===== src/rtl/pipe_pkg.sv =====
// Shared types and constants for the fetch-PC sequencing logic.
package pipe_pkg;

  localparam int XLEN   = 32;
  localparam int STAT_W = 16;
  localparam logic [XLEN-1:0] PC_STEP = 32'd4;

  typedef enum logic [1:0] {
    RUN      = 2'd0,
    WAIT_TGT = 2'd1,
    FLUSH    = 2'd2
  } state_e;

  // Saturating increment: holds at all-ones instead of wrapping.
  function automatic logic [STAT_W-1:0] sat_inc(input logic [STAT_W-1:0] v);
    return (v == {STAT_W{1'b1}}) ? v : v + STAT_W'(1);
  endfunction

endpackage


===== src/rtl/branch_stats_cnt.sv =====
// Saturating taken / not-taken branch counters, used only when BRANCH_STATS_EN is defined.
module branch_stats_cnt
  import pipe_pkg::*;
(
  input  logic              clk,
  input  logic              rst,
  input  logic              inc_taken_i,
  input  logic              inc_nottaken_i,
  output logic [STAT_W-1:0] taken_cnt_o,
  output logic [STAT_W-1:0] nottaken_cnt_o
);

  logic [STAT_W-1:0] taken_q, taken_d;
  logic [STAT_W-1:0] nottaken_q, nottaken_d;

  always_comb begin
    taken_d    = inc_taken_i    ? sat_inc(taken_q)    : taken_q;
    nottaken_d = inc_nottaken_i ? sat_inc(nottaken_q) : nottaken_q;
  end

  always_ff @(posedge clk) begin
    if (rst) begin
      taken_q    <= '0;
      nottaken_q <= '0;
    end else begin
      taken_q    <= taken_d;
      nottaken_q <= nottaken_d;
    end
  end

  assign taken_cnt_o    = taken_q;
  assign nottaken_cnt_o = nottaken_q;

endmodule


===== src/rtl/branch_seq_ctrl.sv =====
// Fetch PC sequencer with taken-branch redirect and timed pipeline flush.
// Optional branch statistics counters are enabled by defining BRANCH_STATS_EN.
module branch_seq_ctrl
  import pipe_pkg::*;
#(
  parameter logic [31:0] RESET_PC     = 32'h0000_0000,
  parameter int          FLUSH_CYCLES = 2
) (
  input  logic        clk,
  input  logic        rst,
  input  logic        stall,
  input  logic        br_valid,
  input  logic        br_zero,
  input  logic [31:0] tgt_in,
  output logic [31:0] pc,
  output logic [31:0] pc_plus4,
  output logic        flush,
  output logic        busy
`ifdef BRANCH_STATS_EN
  ,
  output logic [15:0] taken_cnt,
  output logic [15:0] nottaken_cnt
`endif
);

  // WAIT_TGT supplies the first flush cycle, so the counter covers the rest.
  localparam logic [3:0] CNT_INIT = 4'(FLUSH_CYCLES - 1);

  state_e          state_q, state_d;
  logic [XLEN-1:0] pc_q, pc_d;
  logic [3:0]      cnt_q, cnt_d;
  logic            taken;
  logic            in_run;

  assign taken    = br_valid & br_zero;
  assign in_run   = (state_q == RUN);
  assign pc_plus4 = pc_q + PC_STEP;

  always_comb begin
    state_d = state_q;
    pc_d    = pc_q;
    cnt_d   = cnt_q;
    case (state_q)
      RUN: begin
        if (taken) begin
          state_d = WAIT_TGT;
        end else if (!stall) begin
          pc_d = pc_plus4;
        end
      end
      WAIT_TGT: begin
        pc_d    = tgt_in;
        cnt_d   = CNT_INIT;
        state_d = (FLUSH_CYCLES == 1) ? RUN : FLUSH;
      end
      FLUSH: begin
        cnt_d = cnt_q - 4'd1;
        if (cnt_q == 4'd1) begin
          state_d = RUN;
        end
      end
      default: begin
        state_d = RUN;
        cnt_d   = '0;
      end
    endcase
  end

  always_ff @(posedge clk) begin
    if (rst) begin
      state_q <= RUN;
      pc_q    <= RESET_PC;
      cnt_q   <= '0;
    end else begin
      state_q <= state_d;
      pc_q    <= pc_d;
      cnt_q   <= cnt_d;
    end
  end

  assign pc    = pc_q;
  assign flush = !in_run;
  assign busy  = !in_run;

`ifdef BRANCH_STATS_EN
  // Branches seen outside RUN are on the wrong path and are not counted.
  branch_stats_cnt u_stats (
    .clk            (clk),
    .rst            (rst),
    .inc_taken_i    (in_run & taken),
    .inc_nottaken_i (in_run & br_valid & !br_zero),
    .taken_cnt_o    (taken_cnt),
    .nottaken_cnt_o (nottaken_cnt)
  );
`endif

endmodule


===== config.mk =====
export PLATFORM = sky130hd
export DESIGN_NAME = branch_seq_ctrl
export DESIGN_NICKNAME = d
export VERILOG_FILES = /design/src/rtl/pipe_pkg.sv /design/src/rtl/branch_stats_cnt.sv /design/src/rtl/branch_seq_ctrl.sv
export SDC_FILE = /design/constraint.sdc
export NUM_CORES = 1
export LEC_CHECK = 0
export ABC_AREA = 0
export BUFFER_PORTS_ARGS = -buffer_cell sky130_fd_sc_hd__buf_2
export CAP_MARGIN = 25
export CORE_MARGIN = 1.5
export CORE_UTILIZATION = 24
export CTS_BUF_LIST = sky130_fd_sc_hd__clkbuf_8
export DETAILED_ROUTE_END_ITERATION = 8
export PLACE_DENSITY = 0.54
export SLEW_MARGIN = 20
export SYNTH_ARGS = -nofsm -noshare
export SYNTH_HDL_FRONTEND = slang
export SYNTH_SLANG_ARGS = --single-unit

===== constraint.sdc =====
create_clock -name clk -period 5.9 [get_ports clk]
set_input_delay 0.295 -clock clk [delete_from_list [all_inputs] [get_ports clk]]
set_output_delay 0.295 -clock clk [all_outputs]
set_load 0.02 [all_outputs]

==> reports/summary.log <==
INFO  status         outcome=complete, no violations
INFO  drt            detail_route.vias_per_cell=5.19
INFO  cells_and_area final_layout_size_suffix_gt1_share=27.9%
INFO  placement      detailedPlacementHpwl=7310um
INFO  setup_path     crit_path_end=pc_plus4[22]
INFO  timing         clock-skew-final=0.00335ns
INFO  yosys          syn_inst=362
INFO  timing         finalSetupViolations=0
INFO  cells_and_area seq_area=761squm
INFO  die            fp.coreArea=0.0114sqmm
INFO  die            ioPinCount=103
INFO  yosys          synthesis.yosys.warnings=0
INFO  drt            remaining_drc_errors=0
INFO  setup_path     setup.reg_to_reg.worst_slack=3.19ns
INFO  timing         timing_worst_slew_pin_value=0.908ns
INFO  cts            clock_path_buffers=2
INFO  cts            clock-root-buffer=sky130_fd_sc_hd__clkbuf_8
INFO  cts            clk_pin_slew_worst_paths=0.08ns
INFO  cts            clock-sinks=38
INFO  drt            number_of_violations_reported_at_the_end_of_detailed_routing_iteration_0=142
INFO  cts            post-cts-setup-buffer-count=0
INFO  yosys          syn_nets=405
INFO  yosys          number_of_enable_flip_flop_cells_after_synthesis=0
INFO  cells_and_area n_fill_cell=1277
INFO  yosys          synth_largest_type_area_fraction=27.0%
INFO  global_routing grt.overflow.total=0
INFO  die            initial_core_utilization=24.6%
INFO  setup_path     worst_path_required=5.61ns
INFO  global_routing grt_use_total=15.7%
INFO  die            die-area=0.0124sqmm
INFO  yosys          most_common_cell_in_the_netlist=sky130_fd_sc_hd__nor2_1
INFO  drt            post_drt_wl_per_cell=17.1um
INFO  setup_path     r2r_end=pc[16]
INFO  drt            drt_wl_total=9970um
INFO  pwr            design_power_total=1.71mW
INFO  cts            clock_tree_from_tritoncts=built
INFO  cells_and_area flow.area_growth_from_synthesis=23.4%
INFO  setup_path     r2r_cells=5
INFO  die            total_number_of_placement_rows=39
INFO  cts            later_pin_clock_latency_in_the_skew_report=0.29ns
INFO  drt            num_vias=3032
INFO  timing         finalCritPeriodShare=51.9%
INFO  global_routing grt_antenna_before_repair=0
INFO  timing         hold_viol_final=0
INFO  global_routing grt_pass1_vias=2963
INFO  setup_path     worst-endpoint-arrival=2.76ns
INFO  yosys          synth_top_flop_cell=sky130_fd_sc_hd__dfxtp_1
INFO  worst_hold_path holdPathStages=3
INFO  setup_path     worst-setup-path-type=reg2out
INFO  die            die-height=111um
INFO  setup_path     worstPathMaxFanout=11
INFO  timing         max_clock_freq=0.327GHz
INFO  yosys          synth_area_leaders=sky130_fd_sc_hd__dfxtp_1 (27%), sky130_fd_sc_hd__xnor2_1 (6.5%), sky130_fd_sc_hd__mux2i_1 (5.7%)
INFO  drt            antenna_violating_nets_post_route=0
INFO  pwr            power_per_cell_area=494mW/mm^2
INFO  cts            cts-buffers-inserted=5
INFO  yosys          yosys_register_bits=38
INFO  setup_path     critical_path.endpoint_type=primary output
INFO  setup_path     critPathLaunch=pc[6]
INFO  die            die-width=111um
INFO  timing         max-slew-margin-rel=39.4%
INFO  cells_and_area antenna-diode-count=0
INFO  drt            drt-pass1-iter-count=4
INFO  yosys          synth_cell_type_count=54
INFO  timing         tns=0ns
INFO  cells_and_area post-route-util=30.4%
INFO  timing         fin_hold_ws=0.248ns
INFO  placement      numPortBuffers=102
INFO  job            max_cap_viol_count=0
INFO  placement      preCtsSetupSlack=3.25ns
INFO  setup_path     cp-start-kind=flip-flop
INFO  pwr            vdd.ir_drop.worst=182uV
INFO  global_routing grt_first_pass_wirelength=15700um
INFO  yosys          synth.top_cells.by_count=sky130_fd_sc_hd__nor2_1 (41), sky130_fd_sc_hd__dfxtp_1 (38), sky130_fd_sc_hd__clkbuf_1 (23), sky130_fd_sc_hd__nand2_1 (23), sky130_fd_sc_hd__xnor2_1 (21)
INFO  worst_hold_path hold_class=in2reg
INFO  timing         unrepaired_setup_endpoints_after_global_routing=false
INFO  timing         final_max_slew_viol_count=0
INFO  yosys          synth_top_area_cell=sky130_fd_sc_hd__dfxtp_1
INFO  cts            postCtsResizedCells=0
INFO  yosys          synthArstFlopShare=0%
INFO  cts            htree_levels=2
INFO  yosys          syn_avg_cell_area=7.77squm
INFO  yosys          seq_total_area_yosys=27.0%
INFO  cts            post_cts_hold_fix_bufs=0
INFO  timing         final_period_minus_worst_setup_slack=3.06ns
INFO  pwr            static-leakage-power=1.50nW
INFO  cells_and_area multiInputGateArea=0.00186sqmm
INFO  yosys          post_synth_instance_area=0.00281sqmm
INFO  timing         layout_setup_ws=2.84ns
INFO  placement      finalWeightedCongestion=0.826
INFO  setup_path     crit-reg2reg-launch=pc[6]
INFO  global_routing maximum_number_of_pins_on_one_net_before_global_route_repair=68
INFO  cells_and_area finalNetCount=483
how the worst min path moves through the flow:
stage	endpoint	startpoint
2_1_floorplan	pc[0]	tgt_in[0]
3_3_place_gp	cnt_q[3]	cnt_q[3]
3_5_place_dp	cnt_q[2]	cnt_q[2]
4_1_cts	pc[0]	tgt_in[0]
5_1_grt	pc[0]	tgt_in[0]
6_report	pc[0]	tgt_in[0]
power by group:
group / leakage, nW / internal, mW / switching (mW)
combinational: 1.14 / 0.366 / 0.651
clock: 0.0524 / 0.0928 / 0.0994
sequential: 0.310 / 0.340 / 0.163
layout by cell type, fill, tap and decap left out, drive strengths merged, types with 4 or more instances in the layout:
| cell type | netlist | final |
|---|---|---|
| clkbuf | 23 | 6 |
| o22ai | 10 | 10 |
| mux2 | 4 | 4 |
| buf | 10 | 104 |
| ha | 6 | 6 |
| nand4 | 14 | 14 |
| nand2 | 23 | 23 |
| nor2 | 41 | 41 |
| nor3 | 10 | 10 |
| xor2 | 7 | 7 |
| and2 | 4 | 4 |
| nor4 | 6 | 6 |
| and3 | 5 | 5 |
| dfxtp | 38 | 38 |
| a31oi | 6 | 6 |
| a222oi | 4 | 4 |
| inv | 15 | 16 |
| and4 | 5 | 5 |
| nand3 | 16 | 16 |
| o311ai | 4 | 4 |
| mux2i | 16 | 16 |
| a21oi | 20 | 20 |
| a211oi | 5 | 5 |
| xnor2 | 21 | 21 |
| o31a | 5 | 5 |
| o21ai | 6 | 6 |
sequential cells by signal (all words and copies together) (netlist names):
signal / flops
state_q: 2
cnt_q: 4
pc: 32
worst max-delay path, stage by stage, from the launching register on:
cell	delay, ns
sky130_fd_sc_hd__dfxtp_1	0.56
sky130_fd_sc_hd__nand4_1	0.35
sky130_fd_sc_hd__nor4_2	0.83
sky130_fd_sc_hd__nand3_1	0.30
sky130_fd_sc_hd__xnor2_1	0.23
sky130_fd_sc_hd__buf_2	0.19
per-stage QoR:
step                cells  cell area (sq um)
floorplan             362               2810
global placement      576               3380
detailed placement    576               3380
CTS                   584               3470
global route          584               3470
finish                584               3470
kinds of logic after synthesis:
logic type                 synth area share (%)
xor gates and xnor gates                   8.72
and+or+nand+nor                            26.4
adders and majority gates                  2.67
muxes                                      7.30
DFF                                        27.0
AOI/OAI and AO/OA                          20.9
buffers and inverters                      7.03
per-layer routing:
layer | part of all wire, % | wire, um | up-vias | track usage (%)
li1 | - | - | 1486 | -
met1 | 46 | 4630 | 1433 | 22.1
met2 | 46 | 4560 | 105 | 23.8
met3 | 6.3 | 630 | 8 | 3.23
met4 | 1.4 | 142 | 0 | 5.40
met5 | 0 | 0 | - | 0
final cells by class:
cell class              instances  share of cell area [%]
repair buffers                104                    15.1
clock buffers                   6                    2.38
well taps                     143                    5.16
flip-flops and latches         38                    21.9
multi-input cells             276                    53.5
inverters                      15                    1.62
clock inverters                 2                   0.252
Power figures use the tool's default switching activity.
